File: src/rtl/alu_req_sequencer.sv
// Sequential front end for the combinational ALU: accepts tagged requests, holds
// operands on the ALU ports for a programmable settle time, then returns the result.
module alu_req_sequencer #(
    parameter int SETTLE_CYCLES = 1,
    parameter int TAG_W         = 4,
    parameter int CNT_W         = 16
) (
    input  logic             clk,
    input  logic             rst,
    input  logic             req_valid,
    output logic             req_ready,
    input  logic [31:0]      req_in_1,
    input  logic [31:0]      req_in_2,
    input  logic [4:0]       req_aluop,
    input  logic [TAG_W-1:0] req_tag,
    output logic [31:0]      alu_in_1,
    output logic [31:0]      alu_in_2,
    output logic [4:0]       alu_aluop,
    input  logic [31:0]      alu_result,
    output logic             rsp_valid,
    input  logic             rsp_ready,
    output logic [31:0]      rsp_result,
    output logic [TAG_W-1:0] rsp_tag,
    output logic             rsp_err,
    output logic [CNT_W-1:0] op_count
);

    typedef enum logic [1:0] {IDLE, SETTLE, RESP} state_t;

    localparam logic [3:0] SETTLE_LOAD = 4'(SETTLE_CYCLES - 1);

    state_t             state_q, state_d;
    logic [3:0]         cnt_q, cnt_d;
    logic [31:0]        alu_in_1_q, alu_in_1_d;
    logic [31:0]        alu_in_2_q, alu_in_2_d;
    logic [4:0]         alu_aluop_q, alu_aluop_d;
    logic               rsp_valid_q, rsp_valid_d;
    logic [31:0]        rsp_result_q, rsp_result_d;
    logic [TAG_W-1:0]   rsp_tag_q, rsp_tag_d;
    logic               rsp_err_q, rsp_err_d;
    logic [CNT_W-1:0]   op_count_q, op_count_d;

    function automatic logic op_legal(input logic [4:0] op);
        return (op == 5'd1) || (op == 5'd2) || ((op >= 5'd5) && (op <= 5'd16));
    endfunction

    always_comb begin
        state_d      = state_q;
        cnt_d        = cnt_q;
        alu_in_1_d   = alu_in_1_q;
        alu_in_2_d   = alu_in_2_q;
        alu_aluop_d  = alu_aluop_q;
        rsp_valid_d  = rsp_valid_q;
        rsp_result_d = rsp_result_q;
        rsp_tag_d    = rsp_tag_q;
        rsp_err_d    = rsp_err_q;
        op_count_d   = op_count_q;

        case (state_q)
            IDLE: begin
                if (req_valid) begin
                    rsp_tag_d = req_tag;
                    if (op_legal(req_aluop)) begin
                        alu_in_1_d  = req_in_1;
                        alu_in_2_d  = req_in_2;
                        alu_aluop_d = req_aluop;
                        cnt_d       = SETTLE_LOAD;
                        state_d     = SETTLE;
                    end else begin
                        // Rejected opcodes never touch the ALU ports.
                        rsp_result_d = 32'd0;
                        rsp_err_d    = 1'b1;
                        rsp_valid_d  = 1'b1;
                        state_d      = RESP;
                    end
                end
            end
            SETTLE: begin
                if (cnt_q != 4'd0) begin
                    cnt_d = cnt_q - 4'd1;
                end else begin
                    rsp_result_d = alu_result;
                    rsp_err_d    = 1'b0;
                    rsp_valid_d  = 1'b1;
                    state_d      = RESP;
                end
            end
            RESP: begin
                if (rsp_valid_q && rsp_ready) begin
                    rsp_valid_d = 1'b0;
                    op_count_d  = op_count_q + 1'b1;
                    state_d     = IDLE;
                end
            end
            default: state_d = IDLE;
        endcase
    end

    always_ff @(posedge clk) begin
        if (rst) begin
            state_q      <= IDLE;
            cnt_q        <= 4'd0;
            alu_in_1_q   <= 32'd0;
            alu_in_2_q   <= 32'd0;
            alu_aluop_q  <= 5'd0;
            rsp_valid_q  <= 1'b0;
            rsp_result_q <= 32'd0;
            rsp_tag_q    <= '0;
            rsp_err_q    <= 1'b0;
            op_count_q   <= '0;
        end else begin
            state_q      <= state_d;
            cnt_q        <= cnt_d;
            alu_in_1_q   <= alu_in_1_d;
            alu_in_2_q   <= alu_in_2_d;
            alu_aluop_q  <= alu_aluop_d;
            rsp_valid_q  <= rsp_valid_d;
            rsp_result_q <= rsp_result_d;
            rsp_tag_q    <= rsp_tag_d;
            rsp_err_q    <= rsp_err_d;
            op_count_q   <= op_count_d;
        end
    end

    assign req_ready  = (state_q == IDLE);
    assign alu_in_1   = alu_in_1_q;
    assign alu_in_2   = alu_in_2_q;
    assign alu_aluop  = alu_aluop_q;
    assign rsp_valid  = rsp_valid_q;
    assign rsp_result = rsp_result_q;
    assign rsp_tag    = rsp_tag_q;
    assign rsp_err    = rsp_err_q;
    assign op_count   = op_count_q;

endmodule

File: config.mk
export PLATFORM = sky130hd
export DESIGN_NAME = alu_req_sequencer
export DESIGN_NICKNAME = d
export VERILOG_FILES = /design/src/rtl/alu_req_sequencer.sv
export SDC_FILE = /design/constraint.sdc
export NUM_CORES = 1
export LEC_CHECK = 0
export CAP_MARGIN = 20
export CORE_MARGIN = 2
export CORE_UTILIZATION = 30
export DETAILED_ROUTE_END_ITERATION = 8
export GPL_TIMING_DRIVEN = 0
export MAX_ROUTING_LAYER = met4
export PLACE_DENSITY = 0.72
export SYNTH_ARGS = -nofsm -noshare
export SYNTH_HDL_FRONTEND = slang
export SYNTH_SLANG_ARGS = --single-unit
File: constraint.sdc
create_clock -name clk -period 2.51 [get_ports clk]
set_input_delay 0.502 -clock clk [delete_from_list [all_inputs] [get_ports clk]]
set_output_delay 0.502 -clock clk [all_outputs]
set_load 0.02 [all_outputs]
Word-level counts from Yosys, hierarchy flattened

Index checks and enable logic that the tools add are counted.
Widths: inputs -> output; s select.

Input bits: 109
Output and inout bits: 124
Register bits after elaboration: 129

Mux-type cells: 20
Order comparisons: 2
Add/sub/neg operators: 2
Reduce and logical (&&, ||, !) cells: 15
Eq/ne operators: 10

Operators by type and width:

| kind                  | number |
|---|---|
| $mux 32               | 3 |
| $pmux 32 s2           | 1 |
| $add 16x1->16 const B | 1 |
| $mux 4                | 3 |
| $ne 2x2->1 const B    | 5 |
| $mux 2                | 4 |
| $pmux 4 s2            | 1 |
| $reduce_and 4->1      | 2 |
| $pmux 2 s3            | 1 |
| $reduce_and 3->1      | 2 |
| $eq 5x1->1 const B    | 1 |
| $eq 5x2->1 const B    | 1 |
| $ge 5x3->1 const B    | 1 |
| $le 5x5->1 const B    | 1 |
| $mux 1                | 5 |
| $reduce_and 5->1      | 1 |
| $reduce_and 2->1      | 2 |
| $reduce_bool 4->1     | 1 |
| $sub 4x1->4 const B   | 1 |
| $pmux 1 s3            | 1 |
| $reduce_bool 3->1     | 1 |
| $eq 2x1->1 const B    | 1 |
| $eq 2x2->1 const B    | 1 |
| $logic_and 1x1->1     | 2 |
| other kinds (5)       | 6 |

Depth between registers and ports, before layout

Gate-level depths: netlist of the first run.

Depth after elaboration: 6
Gate-level depth with buffers: 8
Depth with buffers taken out: 7

Worst setup path after synthesis of the first run

No wires, ideal clock.

Path type: input-to-reg
Start: input port req_aluop[1]
End: register alu_in_1_q[18], in the netlist alu_in_1[18]
Setup slack: 602 ps
Stages: 7
Library setup time: 132 ps
Arrival time: 1776 ps
Cells stage by stage: or4b_4 -> nor3_4 -> a21oi_2 -> buf_2 -> buf_2 -> nand2_1 -> a21oi_1

Cells in the longest elaborated chain, start to end: 4
Elaborated cells between the ends (all ways): 8
Classes of those cells: order compare: 2; eq/ne: 2; reduce/logical: 4

RTL lines:

| element                                               | RTL line | RTL |
|---|---|---|
| start: declaration                                    | 14       | `input logic [4:0] req_aluop,` |
| $ge 5x3->1 (tied with other cells)                    | 44       | `return (op == 5'd1) \|\| (op == 5'd2) \|\| ((op >= 5'd5) && (op <= 5'd16));` |
| $logic_and 1x1->1 or $logic_or 1x1->1 (tied branches) | 44       |  |
| $logic_or 1x1->1 *                                    | 44       |  |
| $reduce_and 3->1 (no line) *                          | -        |  |
| end signal: assignment                                | 114      | `alu_in_1_q <= alu_in_1_d;` |
| end: declaration                                      | 34       | `logic [31:0] alu_in_1_q, alu_in_1_d;` |

Mark *: on every way between the ends. The rest lies on a longest branch, timed or not.
A chain may end at the register's enable or synchronous reset.

Worst setup path in the final report of the first run

Start: input port req_aluop[4]
End: register alu_in_1_q[27], in the netlist alu_in_1[27]

Same word-level chain as after synthesis.

==> flow_summary.json, run 1 <==
{
  "outcome": "finished, final reports clean",
  "crit_chain": "clkdlybuf4s50_1 -> or4b_4 -> nor3_4 -> a21oi_2 -> buf_2 -> buf_2 -> nand2_1 -> a21oi_1",
  "max_stage_delay_ns": 0.55,
  "r2r_start": "cnt_q[0]",
  "setup_viol": 0,
  "layout_commonest_cell": "clkdlybuf4s50_1",
  "antenna_found_initial": 1,
  "critical_path.max_fanout": 10,
  "nFillCells": 1429,
  "cts_setup_buffers": 0,
  "mostFrequentLayoutCells": "231 x clkdlybuf4s50_1, 160 x nand2_1, 129 x dfxtp_1, 74 x a21oi_1, 32 x a22o_1",
  "end_kind": "register",
  "p_leak_nw": 2.89,
  "setup_ws_ns": 0.302,
  "routed_wl_um": 14100,
  "drv_slew": 0,
  "hp-class": "register to register",
  "tns_ns": 0,
  "fp.dieH_um": 129,
  "r2r_slack_ns": 0.31,
  "drive_above_1_share_pct": 6.48,
  "post-route-drc-count": 0,
  "clk_latency_ns": 0.42,
  "hold_end": "alu_in_2[24]",
  "max_clock_freq_mhz": 453,
  "yosysSeqAreaShare_pct": 55.1,
  "num_vias": 4422,
  "hpwl_um": 10400,
  "chipWidth_um": 129,
  "ctsRootBufferMaster": "clkbuf_16",
  "pre_cts_ws_ns": -0.165,
  "min_period_over_period_pct": 88.0,
  "area_delta_synth_final_pct": 68.1,
  "crit_path_frequent_cell": "buf_2",
  "ctsResizeCount": 0,
  "cts.sinks": 129,
  "synth.avg_cell_area_um2": 8.95,
  "hold-path-cell-count": 2,
  "synth_seq_cells": 129,
  "core_area_um2": 15300,
  "worst-path-buf-inv": 3,
  "dieArea_um2": 16600,
  "slew_headroom_pct": 54.9,
  "worst_pin_slew_ns": 0.671,
  "vias_per_cell": 4.43,
  "report.power.total_mw": 5.45,
  "critPathLaunchType": "input port",
  "overflow": 0,
  "syn_inst": 524,
  "io_buffer_count": 231,
  "cts_buffers": 17,
  "track_usage_pct": 17.3,
  "finClkSkew_ns": 0.00610,
  "hold_viol_final": 0,
  "wire_per_inst_um": 14.1,
  "path_clk_slew_ns": 0.06,
  "grt_pass1_vias": 4152,
  "critical-path-slowest-cell": "clkdlybuf4s50_1",
  "min_from": "alu_in_2[24]",
  "htreeDepth": 4,
  "start_util_pct": 30.7,
  "grt_max_degree": 17,
  "rsz0062_at_grt": "false",
  "crit_family": "buffers and inverters",
  "drt-initial-drc-count": 142,
  "synth_cell_types": 36,
  "crit_required_ns": 2.78,
  "cts_tree": "yes",
  "ant_nets": 0,
  "drv_cap": 0,
  "clockBufferDepth": 2,
  "hold_buffers": 0,
  "reg2reg_depth": 7,
  "r2r_end": "rsp_result[24]",
  "first_pass_iters": 6,
  "ir_worst_vdd_uv": 627,
  "rows": 45,
  "ios": 233,
  "gp_congestion": 0.775,
  "synth_area_um2": 4690,
  "synth_warnings": 0,
  "syn_nets": 636,
  "power_density_nw_per_um2": 692,
  "worst_ep_arrival_time_ns": 2.48,
  "nets": 886,
  "grt_pass1_wl_um": 21500,
  "period_minus_slack_ns": 2.21,
  "crit_type": "input port to register"
}
## power by group
part	internal, mW	total (mW)	switching [mW]
Sequential	2.13	2.18	0.0449
Clock	1.62	2.52	0.905
Combinational	0.393	0.752	0.359
Total	4.14	5.45	1.31
## metrics by stage
step                      utilization (%)  hold slack, ns  cells  cell area [um^2]
after floorplan                         -           0.491    524              4690
after CTS                            51.6           0.453    998              7880
after detailed placement             47.6           0.445    966              7260
after global placement               47.6           0.441    966              7260
after global routing                 51.6           0.468    999              7880
final                                51.6           0.450    999              7880
## cell usage after synthesis, drive strengths merged
cell type | count | area share (%)
nand2 | 160 | 13
nand4 | 4 | 0.53
nor3 | 7 | 0.99
or4b | 1 | 0.29
xor2 | 15 | 2.8
xnor2 | 3 | 0.56
a2111oi | 1 | 0.19
nand2b | 2 | 0.27
buf | 16 | 3.1
dfxtp | 129 | 55
and3 | 2 | 0.27
a21o | 2 | 0.32
nand3b | 1 | 0.16
o21ai | 1 | 0.11
inv | 6 | 0.48
nor3b | 1 | 0.16
mux2i | 1 | 0.21
a21oi | 76 | 8.3
nor2b | 3 | 0.40
o211ai | 1 | 0.16
o211a | 3 | 0.64
and2 | 1 | 0.13
o2111ai | 1 | 0.19
clkbuf | 20 | 1.6
and4 | 2 | 0.37
or3b | 1 | 0.19
nand3 | 5 | 0.53
a31o | 1 | 0.37
and4b | 1 | 0.21
nor2 | 22 | 1.8
ha | 3 | 0.80
a22o | 32 | 6.0
## flip-flops by register name, indices dropped and copies added (netlist names)
| signal | cells |
|---|---|
| alu_aluop | 5 |
| alu_in_1 | 32 |
| alu_in_2 | 32 |
| cnt_q | 4 |
| op_count | 16 |
| rsp_err | 1 |
| rsp_result | 32 |
| rsp_tag | 4 |
| rsp_valid | 1 |
| state_q | 2 |
## layer usage
metal | share of wire [%] | vias up | track usage, % | routed length, um
li1 | - | 2249 | - | -
met1 | 42 | 1992 | 19.4 | 5950
met2 | 47 | 167 | 28.4 | 6690
met3 | 9.4 | 14 | 7.31 | 1320
met4 | 0.90 | 0 | 4.41 | 127
met5 | 0 | - | - | 0
## layout make-up
type	instances	area [um^2]	area share, %
well taps	211	264	3.35
inverters	6	22.5	0.286
flip-flops and latches	129	2580	32.8
multi-input cells	353	1860	23.6
clock buffers	24	512	6.50
repair buffers	231	2310	29.3
diodes	1	2.50	0.0318
clock inverters	8	100	1.27
plain buffers	36	223	2.83
## worst max-delay path by stage
stage                      start            end  cells past startpoint
floorplan           req_aluop[1]   alu_in_1[18]                      7
global placement       req_valid   alu_in_1[19]                      9
detailed placement     req_valid   alu_in_1[27]                      9
CTS                    req_valid   alu_in_1[27]                      9
global route            cnt_q[0]  rsp_result[0]                      7
finish              req_aluop[4]   alu_in_1[27]                      8
## worst min-delay path, cell delays in order (launching register included)
cell,delay [ns]
dfxtp_1,0.30
nand2_1,0.05
a21oi_1,0.05
## cells by family (layout without fill, tap and decap cells)
family	after synthesis	count (layout)	share of synthesized area (%)
flip-flops	129	129	55.1
buffers and inverters	42	305	5.23
AO/OA/AOI/OAI	118	118	16.2
AND/OR/NAND/NOR	213	213	19.1
multiplexers	1	1	0.214
XOR/XNOR	18	18	3.36
adder cells (fa/ha/maj)	3	3	0.801
other	0	1	0
Power figures use the tool's default switching activity.
==> inputs of run 2 (changes only) <==
CAP_MARGIN = default   (was 20)
==> results of run 2 <==
No change in the layout: final DEF, timing and power equal those of run 1.
